==> config.mk <==
export PLATFORM = sky130hd
export DESIGN_NAME = rng_word_arbiter
export DESIGN_NICKNAME = d
export VERILOG_FILES = /design/src/rtl/rng_pkg.sv /design/src/rtl/rr_arbiter.sv /design/src/rtl/rng_word_arbiter.sv
export SDC_FILE = /design/constraint.sdc
export NUM_CORES = 1
export LEC_CHECK = 0
export CORE_MARGIN = 2
export CORE_UTILIZATION = 46
export DETAILED_ROUTE_END_ITERATION = 10
export PLACE_DENSITY = 0.77
export SLEW_MARGIN = 20
export SYNTH_ARGS = -nofsm -noshare
export SYNTH_HDL_FRONTEND = slang
export SYNTH_HIERARCHICAL = 1
export SYNTH_SLANG_ARGS = --single-unit
==> constraint.sdc <==
create_clock -name clk -period 3.5 [get_ports clk]
set_clock_uncertainty 0.05 [all_clocks]
set_input_delay 0.7 -clock clk [delete_from_list [all_inputs] [get_ports clk]]
set_output_delay 0.7 -clock clk [all_outputs]
set_load 0.05 [all_outputs]
==> src/rtl/rng_pkg.sv <==
// Shared types and helpers for the random-word arbiter.
package rng_pkg;

    localparam int WORD_W_DEF = 16;

    typedef enum logic {
        FILL  = 1'b0,
        READY = 1'b1
    } state_t;

    // Round-robin pointer needs at least one bit even for a single requester.
    function automatic int ptr_width(input int n);
        return (n > 1) ? $clog2(n) : 1;
    endfunction

endpackage

==> src/rtl/rr_arbiter.sv <==
// Combinational round-robin picker: first active request at or after rr_ptr, wrapping.
module rr_arbiter
    import rng_pkg::*;
#(
    parameter int NUM_REQ = 4,
    localparam int PTR_W  = ptr_width(NUM_REQ)
) (
    input  logic [NUM_REQ-1:0] req,
    input  logic [PTR_W-1:0]   rr_ptr,
    output logic [NUM_REQ-1:0] winner,
    output logic [PTR_W-1:0]   winner_idx
);

    logic [PTR_W-1:0] cand_idx [NUM_REQ];

    // Candidate index for each search offset from the pointer.
    generate
        for (genvar gi = 0; gi < NUM_REQ; gi++) begin : g_cand
            always_comb begin
                int j;
                j = int'(rr_ptr) + gi;
                if (j >= NUM_REQ) j = j - NUM_REQ;
                cand_idx[gi] = PTR_W'(j);
            end
        end
    endgenerate

    // Scan from the farthest offset back so the nearest active one wins.
    always_comb begin
        winner     = '0;
        winner_idx = '0;
        for (int k = NUM_REQ - 1; k >= 0; k--) begin
            if (req[cand_idx[k]]) begin
                winner                = '0;
                winner[cand_idx[k]]   = 1'b1;
                winner_idx            = cand_idx[k];
            end
        end
    end

endmodule

==> src/rtl/rng_word_arbiter.sv <==
// Hands out LFSR words round-robin with a refresh gap between grants.
// Optional entropy health monitor enabled by defining RNG_HEALTH_EN.
module rng_word_arbiter
    import rng_pkg::*;
#(
    parameter int NUM_REQ        = 4,
    parameter int WORD_W         = WORD_W_DEF,
    parameter int REFRESH_CYCLES = 16,
    parameter int STUCK_LIMIT    = 64
) (
    input  logic               clk,
    input  logic               rst,
    input  logic [WORD_W-1:0]  rnd_in,
    input  logic               metastable_in,
    input  logic [NUM_REQ-1:0] req,
    output logic [NUM_REQ-1:0] gnt,
    output logic [WORD_W-1:0]  rnd_out,
    output logic               rnd_valid,
    output logic               health_fail
);

    localparam int PTR_W = ptr_width(NUM_REQ);
    localparam int CNT_W = $clog2(REFRESH_CYCLES + 1);

    state_t             state_reg, state_next;
    logic [CNT_W-1:0]   fill_cnt_reg, fill_cnt_next;
    logic [PTR_W-1:0]   rr_ptr_reg;
    logic [NUM_REQ-1:0] gnt_reg;
    logic               rnd_valid_reg;
    logic [WORD_W-1:0]  rnd_out_reg;
    logic               meta_s1_reg, meta_s2_reg;
    logic               health_stop;
    logic               grant_go;
    logic [NUM_REQ-1:0] winner;
    logic [PTR_W-1:0]   winner_idx;
    logic [PTR_W-1:0]   ptr_after;

    rr_arbiter #(.NUM_REQ(NUM_REQ)) u_rr (
        .req        (req),
        .rr_ptr     (rr_ptr_reg),
        .winner     (winner),
        .winner_idx (winner_idx)
    );

    assign ptr_after = (winner_idx == PTR_W'(NUM_REQ - 1)) ? '0 : winner_idx + PTR_W'(1);

    always_comb begin
        state_next    = state_reg;
        fill_cnt_next = fill_cnt_reg;
        grant_go      = 1'b0;
        case (state_reg)
            FILL: begin
                if (fill_cnt_reg == CNT_W'(REFRESH_CYCLES - 1)) begin
                    state_next    = READY;
                    fill_cnt_next = '0;
                end else begin
                    fill_cnt_next = fill_cnt_reg + CNT_W'(1);
                end
            end
            READY: begin
                if (|req) begin
                    grant_go      = 1'b1;
                    state_next    = FILL;
                    fill_cnt_next = '0;
                end
            end
            default: state_next = FILL;
        endcase
        // A failed entropy source parks the FSM in FILL indefinitely.
        if (health_stop) begin
            grant_go   = 1'b0;
            state_next = FILL;
        end
    end

    always_ff @(posedge clk) begin
        if (rst) begin
            state_reg     <= FILL;
            fill_cnt_reg  <= '0;
            rr_ptr_reg    <= '0;
            gnt_reg       <= '0;
            rnd_valid_reg <= 1'b0;
            rnd_out_reg   <= '0;
            meta_s1_reg   <= 1'b0;
            meta_s2_reg   <= 1'b0;
        end else begin
            state_reg     <= state_next;
            fill_cnt_reg  <= fill_cnt_next;
            gnt_reg       <= grant_go ? winner : '0;
            rnd_valid_reg <= grant_go;
            meta_s1_reg   <= metastable_in;
            meta_s2_reg   <= meta_s1_reg;
            if (grant_go) begin
                rnd_out_reg <= rnd_in;
                rr_ptr_reg  <= ptr_after;
            end
        end
    end

`ifdef RNG_HEALTH_EN
    localparam int SC_W = $clog2(STUCK_LIMIT + 1);

    logic            meta_prev_reg;
    logic [SC_W-1:0] stuck_cnt_reg;
    logic            health_fail_reg;

    // Repetition count of identical synchronized samples, saturating at the limit.
    always_ff @(posedge clk) begin
        if (rst) begin
            meta_prev_reg   <= 1'b0;
            stuck_cnt_reg   <= '0;
            health_fail_reg <= 1'b0;
        end else begin
            meta_prev_reg <= meta_s2_reg;
            if (meta_s2_reg == meta_prev_reg) begin
                if (stuck_cnt_reg != SC_W'(STUCK_LIMIT))
                    stuck_cnt_reg <= stuck_cnt_reg + SC_W'(1);
                if (stuck_cnt_reg >= SC_W'(STUCK_LIMIT - 1))
                    health_fail_reg <= 1'b1;
            end else begin
                stuck_cnt_reg <= '0;
            end
        end
    end

    assign health_stop = health_fail_reg;
    assign health_fail = health_fail_reg;
`else
    logic unused_meta;
    assign unused_meta = meta_s2_reg;
    assign health_stop = 1'b0;
    assign health_fail = 1'b0;
`endif

    assign gnt       = gnt_reg;
    assign rnd_valid = rnd_valid_reg;
    assign rnd_out   = rnd_out_reg;

endmodule

Word-level counts from Yosys, hierarchy flattened
Cells that the tools add are included.
{ "op_classes": {"n_addsub": 9, "order_cmp": 12, "n_eq_ne": 3, "muxes": 37, "n_bitwise": 2, "reduce_logical": 6} }
{ "op_table": {"columns": ["op", "n"], "rows": [
  ["$mux 2", 9],
  ["$mux 4", 4],
  ["$lt 2x3->1 const B", 4],
  ["$mux 1", 12],
  ["$mux 5", 2],
  ["$pmux 5 s2", 1],
  ["$ge 3x3->1 const B", 3],
  ["$bmux 1 s2", 4],
  ["$demux 1 s2", 4],
  ["$ge 2x1->1 const B", 4],
  ["$sub 2x1->2 const B", 4],
  ["$add 2x2->3 const B", 2],
  ["$add 5x1->5 const B", 1],
  ["$eq 5x4->1 const B", 1],
  ["$logic_and 1x1->1", 4],
  ["$reduce_or 4->1", 1],
  ["$add 2x1->3 const B", 1],
  ["$ge 2x3->1 const B", 1],
  ["$add 2x1->2 const B", 1],
  ["$eq 2x2->1 const B", 1],
  ["$ne 2x1->1 const B", 1],
  ["$not 1->1", 2],
  ["$pmux 1 s2", 1],
  ["$reduce_or 2->1", 1]
]} }
{ "word_totals": {"register_bits": 29, "in_bits": 23, "out_inout_bits": 22} }

Depth between registers and ports, before layout
Gate-level depths: netlist (run 1).
{ "depth": {"word_depth": 11, "mapped_depth": 12, "mapped_depth_nobuf": 9} }

Modules after synthesis
The synthesis (run 1) kept the hierarchy.
{ "by_module_without_submodules": {"columns": ["module", "n_inst", "cells_per_inst", "area_each_um2"], "rows": [
  ["rng_word_arbiter", 1, 84, 1003.5],
  ["rr_arbiter", 1, 66, 491.7]
]} }

Worst setup path after synthesis (run 1)
Ideal clock, no wire load.
{ "synth_path": {"path_kind": "register to register", "start": "register rr_ptr_reg[0]", "end": "register rr_ptr_reg[1]", "t_arrival_ns": 2.687, "required_ns": 3.333, "path_slack_ns": 0.646, "stages_incl_launch_ff": 12, "path_buffers": 3, "path_cell_list": "dfxtp_1 buf_6 buf_2 inv_1 ha_1 clkbuf_1 mux4_2 and2b_1 o21ai_0 o21ai_0 ha_1 a22o_1"} }
{ "synth_via": {"elab_chain_cells": 11, "word_cells_on_any_way": 30, "classes_between": "add/sub (8); order compare (4); eq/ne (1); mux (17)"} }
{ "synth_rtl": {"columns": ["element", "line_no", "rtl"], "rows": [
  ["start: declaration", "rng_word_arbiter.sv:27", "logic [PTR_W-1:0] rr_ptr_reg;"],
  ["start signal: assignment", "rng_word_arbiter.sv:95", "rr_ptr_reg <= ptr_after;"],
  ["$add 2x2->3", "rr_arbiter.sv:21", "j = int'(rr_ptr) + gi;"],
  ["$ge 3x3->1 / $sub 2x1->2 (equally long branches)", "rr_arbiter.sv:22", "if (j >= NUM_REQ) j = j - NUM_REQ;"],
  ["$mux 2", "rr_arbiter.sv:22", null],
  ["$bmux 1 s2", "rr_arbiter.sv:33", "if (req[cand_idx[k]]) begin"],
  ["$mux 1 (not written as such)", "rr_arbiter.sv:33", null],
  ["$mux 2 (3 in series)", "rr_arbiter.sv:33", null],
  ["$mux 2 *", "rr_arbiter.sv:33", null],
  ["named net winner_idx[0]", "rng_word_arbiter.sv:35", "logic [PTR_W-1:0] winner_idx;"],
  ["$add 2x1->2 / $eq 2x2->1 (equally long branches)", "rng_word_arbiter.sv:45", "assign ptr_after = (winner_idx == PTR_W'(NUM_REQ - 1)) ? '0 : winner_idx + PTR_W'(1);"],
  ["$mux 2 *", "rng_word_arbiter.sv:45", null],
  ["named net ptr_after[1]", "rng_word_arbiter.sv:36", "logic [PTR_W-1:0] ptr_after;"]
]} }
The timed path passes the listed nets; every way through them passes the cells marked *. The select of a mux whose other input is x is not followed.
A chain may end at the register's enable or synchronous reset.

Final worst setup path (run 1)
{ "layout_path": {"start": "register rr_ptr_reg[1]", "end": "register rr_ptr_reg[1]"} }
Same word-level chain as after synthesis.

==> results of run 1 <==
## cells by family after synthesis
family          share of synthesized area
compound gates                     0.2084
simple gates                       0.1874
fa+ha+maj                         0.08368
buf+inv                           0.05522
other cells                      0.002508
mux                               0.07447
flops                              0.3883
## power breakdown
part	switching (W)	leakage, nW	total [W]	internal [W]
clock network	0.000103	0.0320	0.000180	0.0000763
logic	0.0000323	0.488	0.0000687	0.0000364
registers	0.00000285	0.234	0.000335	0.000333
## synthesized netlist by cell type (all sizes together), types with 2 or more instances
library cell | number | share of area
nor2 | 16 | 0.040
nand2 | 4 | 0.010
a21oi | 7 | 0.023
nand3 | 7 | 0.023
mux2 | 3 | 0.023
dfxtp | 29 | 0.39
ha | 10 | 0.084
mux4 | 3 | 0.045
a221oi | 4 | 0.023
nand4 | 2 | 0.0084
inv | 7 | 0.018
a22o | 18 | 0.11
nor2b | 2 | 0.013
nor3 | 2 | 0.014
buf | 7 | 0.035
nand4b | 4 | 0.023
o21ai | 5 | 0.017
and2 | 4 | 0.017
## worst max path at each step
stage | endpoint | cells past startpoint
after floorplan | rr_ptr_reg[1]$_SDFFE_PP0P_ | 11
after global placement | rr_ptr_reg[1]$_SDFFE_PP0P_ | 7
after detailed placement | rr_ptr_reg[1]$_SDFFE_PP0P_ | 7
after CTS | rr_ptr_reg[1]$_SDFFE_PP0P_ | 8
after global routing | rr_ptr_reg[1]$_SDFFE_PP0P_ | 8
final | rr_ptr_reg[1]$_SDFFE_PP0P_ | 8
## per-layer routing
layer	global-route usage	routed length, µm	vias to the layer above	share of wire
met3	0.05042	102	0	0.031
met4	0.02795	0	0	0
met1	0.2733	1513	616	0.46
met5	0	0	-	0
li1	-	-	639	-
met2	0.3057	1680	25	0.51
## final cells by class
type                       count  area, µm²
clock buffer                   6      41.29
clock inverter                 2      10.01
fill                         268       1105
inverter                       7      26.28
multi-input combinational    106      832.0
sequential                    29      580.6
tap                           44      55.05
timing repair buffer          43      427.9
## metrics by stage
stage                     cells  hold slack, ps    util  setup WS [ps]  power [W]
final                       237           433.5  0.6411          625.0  0.0005837
after global routing        237           457.6  0.6411          426.1  0.0006155
after CTS                   237           434.2  0.6411          631.0  0.0005898
after detailed placement    229           408.6  0.6244          343.5  0.0004117
after global placement      229           412.4  0.6244          403.7  0.0004081
after floorplan             150           393.2       -          646.4  0.0003768
==> flow_metrics.tcl, run 1 <==
set metrics [dict create \
    holdPathEnd "fill_cnt_reg[4]$_SDFFE_PP0P_" \
    numPortBuffers 42 \
    antenna_found_initial 0 \
    cts_sinks 29 \
    hold_viol 0 \
    yosysWarnings 6 \
    ys_seq_elements 29 \
    totalWireLength_mm 3.296 \
    crit_required_ps 3660 \
    hold_depth 1 \
    pwr_density_cell_nw_per_um2 295.8 \
    grt_start_max_net_pins 24 \
    slew_viol_final 0 \
    nets 225 \
    cts_tree "built" \
    synth_async_sr_flop_share 0 \
    status "complete, no violations" \
    cp-startpoint "rr_ptr_reg[1]$_SDFFE_PP0P_" \
    die_height_um 61.01 \
    clkSlewWorstSetupHoldPaths_ps 90 \
    cp_data_arrival_time_ps 3040 \
    fin_tns_setup_ps 0 \
    gp_congestion 0.7827 \
    syn_area_per_cell_um2 9.968 \
    die_area_um2 3722 \
    clk_latency_ps 310 \
    start_kind "register" \
    p_leak_nw 0.7545 \
    worst_pin_slew_ps 764.8 \
    post_cts_buffers 0 \
    rrSetupSlack_ps 620 \
    cts_buffers 5 \
    drv_cap 0 \
    ys.flop_type "dfxtp_1" \
    path_delay_family "adder cells" \
    fmax_mhz 347.8 \
    period_minus_slack_ps 2875 \
    syn_nets 183 \
    final.period_utilization 0.8214 \
    crit_path_end_kind "register" \
    largest_reg_flops 16 \
    first_global_vias 1193 \
    ant_nets 0 \
    drive_above_1_share 0.09326 \
    cp_slowest_cell "mux4_2" \
    dr.first_iter.drc_count 73 \
    path_buf_inv 1 \
    cp_max_fo 8 \
    relSlewSlack 0.4885 \
    final_cell_area_um2 1973 \
    num_vias 1280 \
    dp_hpwl_mm 2.548 \
    finalSetupViolCount 0 \
    ys_types 38 \
    vias_per_cell 5.401 \
    grt-ovfl-total 0 \
    critical_path_class "reg2reg" \
    core_um2 3078 \
    dpl-instance-area_um2 1922 \
    final_common_cell "clkdlybuf4s50_1" \
    h-tree-depth 2 \
    yosysSeqAreaShare 0.3883 \
    synth_edf_count 0 \
    cts-root-buf "clkbuf_4" \
    r2r-start "rr_ptr_reg[1]$_SDFFE_PP0P_" \
    hp-class "reg2reg" \
    grt_use_total 0.1930 \
    rsz0062_at_grt "no" \
    grt_pass1_wl_mm 5.464 \
    route.detailed.drc 0 \
    hold_buffers 0 \
    ir_worst_vdd_uv 367.0 \
    antennaDiodeCount 0 \
    synth_area_um2 1495 \
    r2r_end "rr_ptr_reg[1]$_SDFFE_PP0P_" \
    dieWidth_um 61.01 \
    final_cell_mix "42 x clkdlybuf4s50_1, 29 x dfxtp_1, 18 x a22o_1" \
    worst_r2r_path_depth 8 \
    critical_path.cell_chain "inv_1, ha_1, mux4_2, and2b_1, o21ai_0, o21ai_0, ha_1, a22o_1" \
    firstDrtPassIters 4 \
    synthCells 150 \
    wl_per_cell_um 13.91 \
    num_rows 20 \
    holdCritStartpoint "fill_cnt_reg[4]$_SDFFE_PP0P_" \
    max_stage_delay_ps 520 \
    cts_max_path_buffers 2 \
    io_pins 45 \
    cts_resized 0 \
    start_util 0.4858 \
    area_growth_pct 31.97 \
]
Power figures use the tool's default switching activity.
==> run 2, diff against run 1 <==
--- a/config.mk
+++ b/config.mk
@@ -6,9 +6,9 @@
 export NUM_CORES = 1
 export LEC_CHECK = 0
 export CORE_MARGIN = 2
-export CORE_UTILIZATION = 46
+export CORE_UTILIZATION = 42
 export DETAILED_ROUTE_END_ITERATION = 10
-export PLACE_DENSITY = 0.77
+export PLACE_DENSITY = 0.75
 export SLEW_MARGIN = 20
 export SYNTH_ARGS = -nofsm -noshare
 export SYNTH_HDL_FRONTEND = slang
==> constraint.sdc (replaced) <==
create_clock -name clk -period 2.5 [get_ports clk]
set_clock_uncertainty 0.05 [all_clocks]
set_input_delay 0.5 -clock clk [delete_from_list [all_inputs] [get_ports clk]]
set_output_delay 0.5 -clock clk [all_outputs]
set_load 0.05 [all_outputs]
==> flow_metrics.tcl, run 2 (synthesis gave the netlist of run 1 again) <==
set metrics [dict create \
    dp_hpwl_mm 2.608 \
    cts-root-buf "clkbuf_4" \
    grt_pass1_wl_mm 6.147 \
    dp.cells 244 \
    largest_reg_flops 16 \
    slew_viol_final 0 \
    vias_per_cell 5.333 \
    cts_buffers 5 \
    post_cts_buffers 0 \
    hold_viol 0 \
    drive_above_1_share 0.1650 \
    num_vias 1344 \
    start_util 0.4411 \
    gp_congestion 0.7833 \
    grt-ovfl-total 0 \
    fmax_mhz 420.6 \
    dieWidth_um 63.67 \
    area_growth_pct 40.17 \
    cts_resized 0 \
    finalSetupViolCount 0 \
    route.detailed.drc 0 \
    antenna_found_initial 0 \
    rsz0062_at_grt "no" \
    start_kind "input pin" \
    ant_nets 0 \
    h-tree-depth 2 \
    pwr_density_cell_nw_per_um2 427.1 \
    cts_sinks 29 \
    final_cell_mix "42 x clkdlybuf4s50_1, 28 x dfxtp_1, 18 x a22o_1" \
    totalWireLength_mm 3.481 \
    dr.first_iter.drc_count 45 \
    relSlewSlack 0.4656 \
    die_area_um2 4053 \
    final.period_utilization 0.9509 \
    worst_pin_slew_ps 799.0 \
    drv_cap 0 \
    grt_start_max_net_pins 24 \
    crit_top_cell "mux2_2" \
    crit_path_end_kind "register" \
    power_w 0.0008952 \
    cts_max_path_buffers 2 \
    instances_no_fill 252 \
    cp_max_fo 5 \
    num_rows 21 \
    cts_tree "built" \
    firstDrtPassIters 4 \
    p_leak_nw 0.8294 \
    first_global_vias 1360 \
    status "complete, no violations" \
    cp_slowest_cell "clkdlybuf4s50_1" \
    rrSetupSlack_ps 170 \
    wl_per_cell_um 13.81 \
    numPortBuffers 42 \
    clkSlewWorstSetupHoldPaths_ps 90 \
    grt_use_total 0.1891 \
    critical_path.cell_chain "clkdlybuf4s50_1, mux2_2, mux2_2, o22ai_1, nor3b_1, ha_1, a22o_1" \
    final_common_cell "clkdlybuf4s50_1" \
    ir_worst_vdd_uv 270.9 \
    core_um2 3390 \
    fin_hold_ws_ps 436.7 \
    period_minus_slack_ps 2377 \
    nets 238 \
    hold_buffers 0 \
    max_stage_delay_ps 480 \
    crit_required_ps 2660 \
    io_pins 45 \
    path_buf_inv 1 \
    critical_path_class "in2reg" \
    path_delay_family "multiplexers" \
    clk_latency_ps 310 \
    cp_data_arrival_time_ps 2540 \
    hp-class "reg2reg" \
    antennaDiodeCount 0 \
    die_height_um 63.67 \
]
run 2: report_power, final:
group,internal [W],switching [W]
sequential,0.000465,0.00000397
clock,0.000163,0.000155
combinational,0.0000608,0.0000479
total,0.000688,0.000207
run 2: cell type report:
cell class              count  area, µm²
clock buffers               7      65.06
clock inverters             1      5.005
fillers                   281       1294
inverters                   7      26.28
multi-input cells         106      832.0
flip-flops and latches     29      584.3
well taps                  46      57.56
repair buffers             56      525.5
run 2: per-stage QoR:
step | util | setup TNS, ps | setup WS (ps) | cell area (µm²)
after floorplan | - | 0 | 1.961 | 1515
after global placement | 0.5976 | -74.57 | -54.14 | 2026
after detailed placement | 0.5976 | -236.7 | -148.1 | 2026
after CTS | 0.6183 | 0 | 137.8 | 2096
after global routing | 0.6183 | 0 | 14.13 | 2096
final | 0.6183 | 0 | 122.7 | 2096
run 2: routing by layer:
metal | GRT usage | wire length [µm] | part of all wire | vias up
met5 | 0 | 0 | 0 | -
met4 | 0.04891 | 31 | 0.0089 | 0
li1 | - | - | - | 663
met2 | 0.3421 | 1782 | 0.51 | 42
met3 | 0.05357 | 186 | 0.053 | 4
met1 | 0.2170 | 1480 | 0.43 | 635
run 2: worst paths after layout:
path	start	cells after the start	endpoint
min	rnd_out[4]$_SDFFE_PP0P_	1	rnd_out[4]$_SDFFE_PP0P_
min reg2reg	rnd_out[4]$_SDFFE_PP0P_	1	rnd_out[4]$_SDFFE_PP0P_
max reg2reg	rr_ptr_reg[0]$_SDFFE_PP0P_	8	rr_ptr_reg[1]$_SDFFE_PP0P_
max	req[3]	7	rr_ptr_reg[1]$_SDFFE_PP0P_
==> run 3, diff against run 2 <==
--- a/config.mk
+++ b/config.mk
@@ -5,10 +5,13 @@
 export SDC_FILE = /design/constraint.sdc
 export NUM_CORES = 1
 export LEC_CHECK = 0
+export ABC_AREA = 0
+export CELL_PAD_IN_SITES_DETAIL_PLACEMENT = 0
+export CELL_PAD_IN_SITES_GLOBAL_PLACEMENT = 1
 export CORE_MARGIN = 2
-export CORE_UTILIZATION = 42
+export CORE_UTILIZATION = 31
 export DETAILED_ROUTE_END_ITERATION = 10
-export PLACE_DENSITY = 0.75
+export PLACE_DENSITY = 0.73
 export SLEW_MARGIN = 20
 export SYNTH_ARGS = -nofsm -noshare
 export SYNTH_HDL_FRONTEND = slang
==> constraint.sdc (replaced) <==
create_clock -name clk -period 2.5 [get_ports clk]
set_clock_uncertainty 0.05 [all_clocks]
set_input_delay 0.5 -clock clk [delete_from_list [all_inputs] [get_ports clk]]
set_output_delay 0.5 -clock clk [all_outputs]
set_load 0.005 [all_outputs]
==> flow_metrics.tcl, run 3 (synthesis gave the netlist of run 1 again) <==
set metrics [dict create \
    firstDrtPassIters 4 \
    cts_buffers 5 \
    clkSlewWorstSetupHoldPaths_ps 70 \
    fillers 447 \
    ir_worst_vdd_uv 249.0 \
    p_leak_nw 0.8618 \
    cts_sinks 29 \
    antenna_found_initial 0 \
    rrSetupSlack_ps 180 \
    critical_path_class "in2reg" \
    io_pins 45 \
    dp_hpwl_mm 2.639 \
    drv_cap 0 \
    relSlewSlack 0.4582 \
    final_cell_mix "42 x clkdlybuf4s50_1, 28 x dfxtp_1, 18 x a22o_1, 18 x buf_4, 16 x nor2_1" \
    critical_path.cell_chain "clkdlybuf4s50_1, mux2_2, mux2_2, o22ai_1, nor3b_1, ha_1, a22o_1" \
    dr.first_iter.drc_count 54 \
    rsz0062_at_grt "no" \
    antennaDiodeCount 0 \
    regArea_um2 584.3 \
    cts_resized 0 \
    drive_above_1_share 0.1810 \
    crit_path_end_kind "register" \
    cts_max_path_buffers 2 \
    status "complete, no violations" \
    hp-class "reg2reg" \
    fmax_mhz 430.0 \
    totalWireLength_mm 3.487 \
    max_stage_delay_ps 500 \
    holdCritStartpoint "rnd_out[0]$_SDFFE_PP0P_" \
    final.period_utilization 0.9301 \
    die_area_um2 5395 \
    period_minus_slack_ps 2325 \
    grt-ovfl-total 0 \
    worst_r2r_path_depth 8 \
    cts-root-buf "clkbuf_8" \
    slew_viol_final 0 \
    nets 242 \
    cp_data_arrival_time_ps 2440 \
    crit_top_cell "mux2_2" \
    num_rows 25 \
    start_kind "input pin" \
    first_global_vias 1370 \
    final_common_cell "clkdlybuf4s50_1" \
    numPortBuffers 42 \
    power_w 0.0009947 \
    route.detailed.drc 0 \
    final_cell_area_um2 2167 \
    finalSetupViolCount 0 \
    wl_per_cell_um 13.21 \
    dpl-instance-area_um2 2066 \
    gp_congestion 0.8537 \
    hold_depth 1 \
    grt_start_max_net_pins 24 \
    hold_buffers 0 \
    crit_required_ps 2610 \
    vias_per_cell 5.114 \
    pwr_density_cell_nw_per_um2 459.0 \
    area_growth_pct 44.94 \
    grt_use_total 0.1365 \
    cts_tree "built" \
    holdPathEnd "rnd_out[0]$_SDFFE_PP0P_" \
    r2r-start "rr_ptr_reg[0]$_SDFFE_PP0P_" \
    num_vias 1350 \
    core_um2 4692 \
    r2r_end "rr_ptr_reg[1]$_SDFFE_PP0P_" \
    start_util 0.3187 \
    clk_latency_ps 270 \
    dieWidth_um 73.45 \
    multi_input_area_um2 832.0 \
    cp_max_fo 6 \
    die_height_um 73.45 \
    post_cts_buffers 0 \
    largest_reg_flops 16 \
    ant_nets 0 \
    cp_slowest_cell "clkdlybuf4s50_1" \
    worst_pin_slew_ps 810.1 \
    hold_viol 0 \
    h-tree-depth 2 \
    grt_pass1_wl_mm 5.802 \
]
run 3: cell count changes in the layout (fill, tap and decap cells not counted), sizes merged:
cell,delta
buf,+4
run 3: how the worst max path moves through the flow:
stage | depth (start not counted) | endpoint | from | slack (ps)
3_3_place_gp | 7 | rr_ptr_reg[1]$_SDFFE_PP0P_ | req[1] | -80
6_report | 7 | rr_ptr_reg[1]$_SDFFE_PP0P_ | req[3] | 170
4_1_cts | 8 | rr_ptr_reg[1]$_SDFFE_PP0P_ | rr_ptr_reg[0]$_SDFFE_PP0P_ | 150
2_1_floorplan | 11 | rr_ptr_reg[1]$_SDFFE_PP0P_ | rr_ptr_reg[0]$_SDFFE_PP0P_ | 2
3_5_place_dp | 7 | rr_ptr_reg[1]$_SDFFE_PP0P_ | req[3] | -110
5_1_grt | 7 | rr_ptr_reg[1]$_SDFFE_PP0P_ | req[3] | 30
run 3: metrics by stage:
stage	hold WS (ps)	TNS (ps)	setup slack [ps]	util	instances
CTS	434.7	0	149.0	0.4619	264
floorplan	393.2	0	1.961	-	150
global route	441.6	0	32.00	0.4619	264
global placement	411.9	-118.4	-82.75	0.4403	256
detailed placement	414.8	-155.9	-109.2	0.4403	256
finish	430.6	0	174.6	0.4619	264
run 3: final cells by class:
type / count / area share
flip-flops and latches: 29 / 0.2696
inverters: 7 / 0.01212
clock buffers: 7 / 0.04446
multi-input cells: 106 / 0.3839
well taps: 54 / 0.03118
repair buffers: 60 / 0.2564
clock inverters: 1 / 0.002309
run 3: worst max-delay path, delay by kind of cell:
family                     cells  cell delay [ps]
muxes                          2              610
buffers and inverters          1              500
AOI/OAI and AO/OA              2              340
adders and majority gates      1              270
and+or+nand+nor                1              220
run 3: metal layers:
layer / vias up / track usage / part of all wire
met5: - / 0 / 0
met4: 0 / 0.04646 / 0.0075
met3: 2 / 0.03567 / 0.047
met2: 32 / 0.2460 / 0.50
met1: 640 / 0.1544 / 0.44
li1: 676 / - / -
run 3: power breakdown:
part	switching (W)	internal, W	total (W)
Combinational	0.0000452	0.0000649	0.000110
Sequential	0.00000409	0.000465	0.000469
Clock	0.000167	0.000248	0.000415
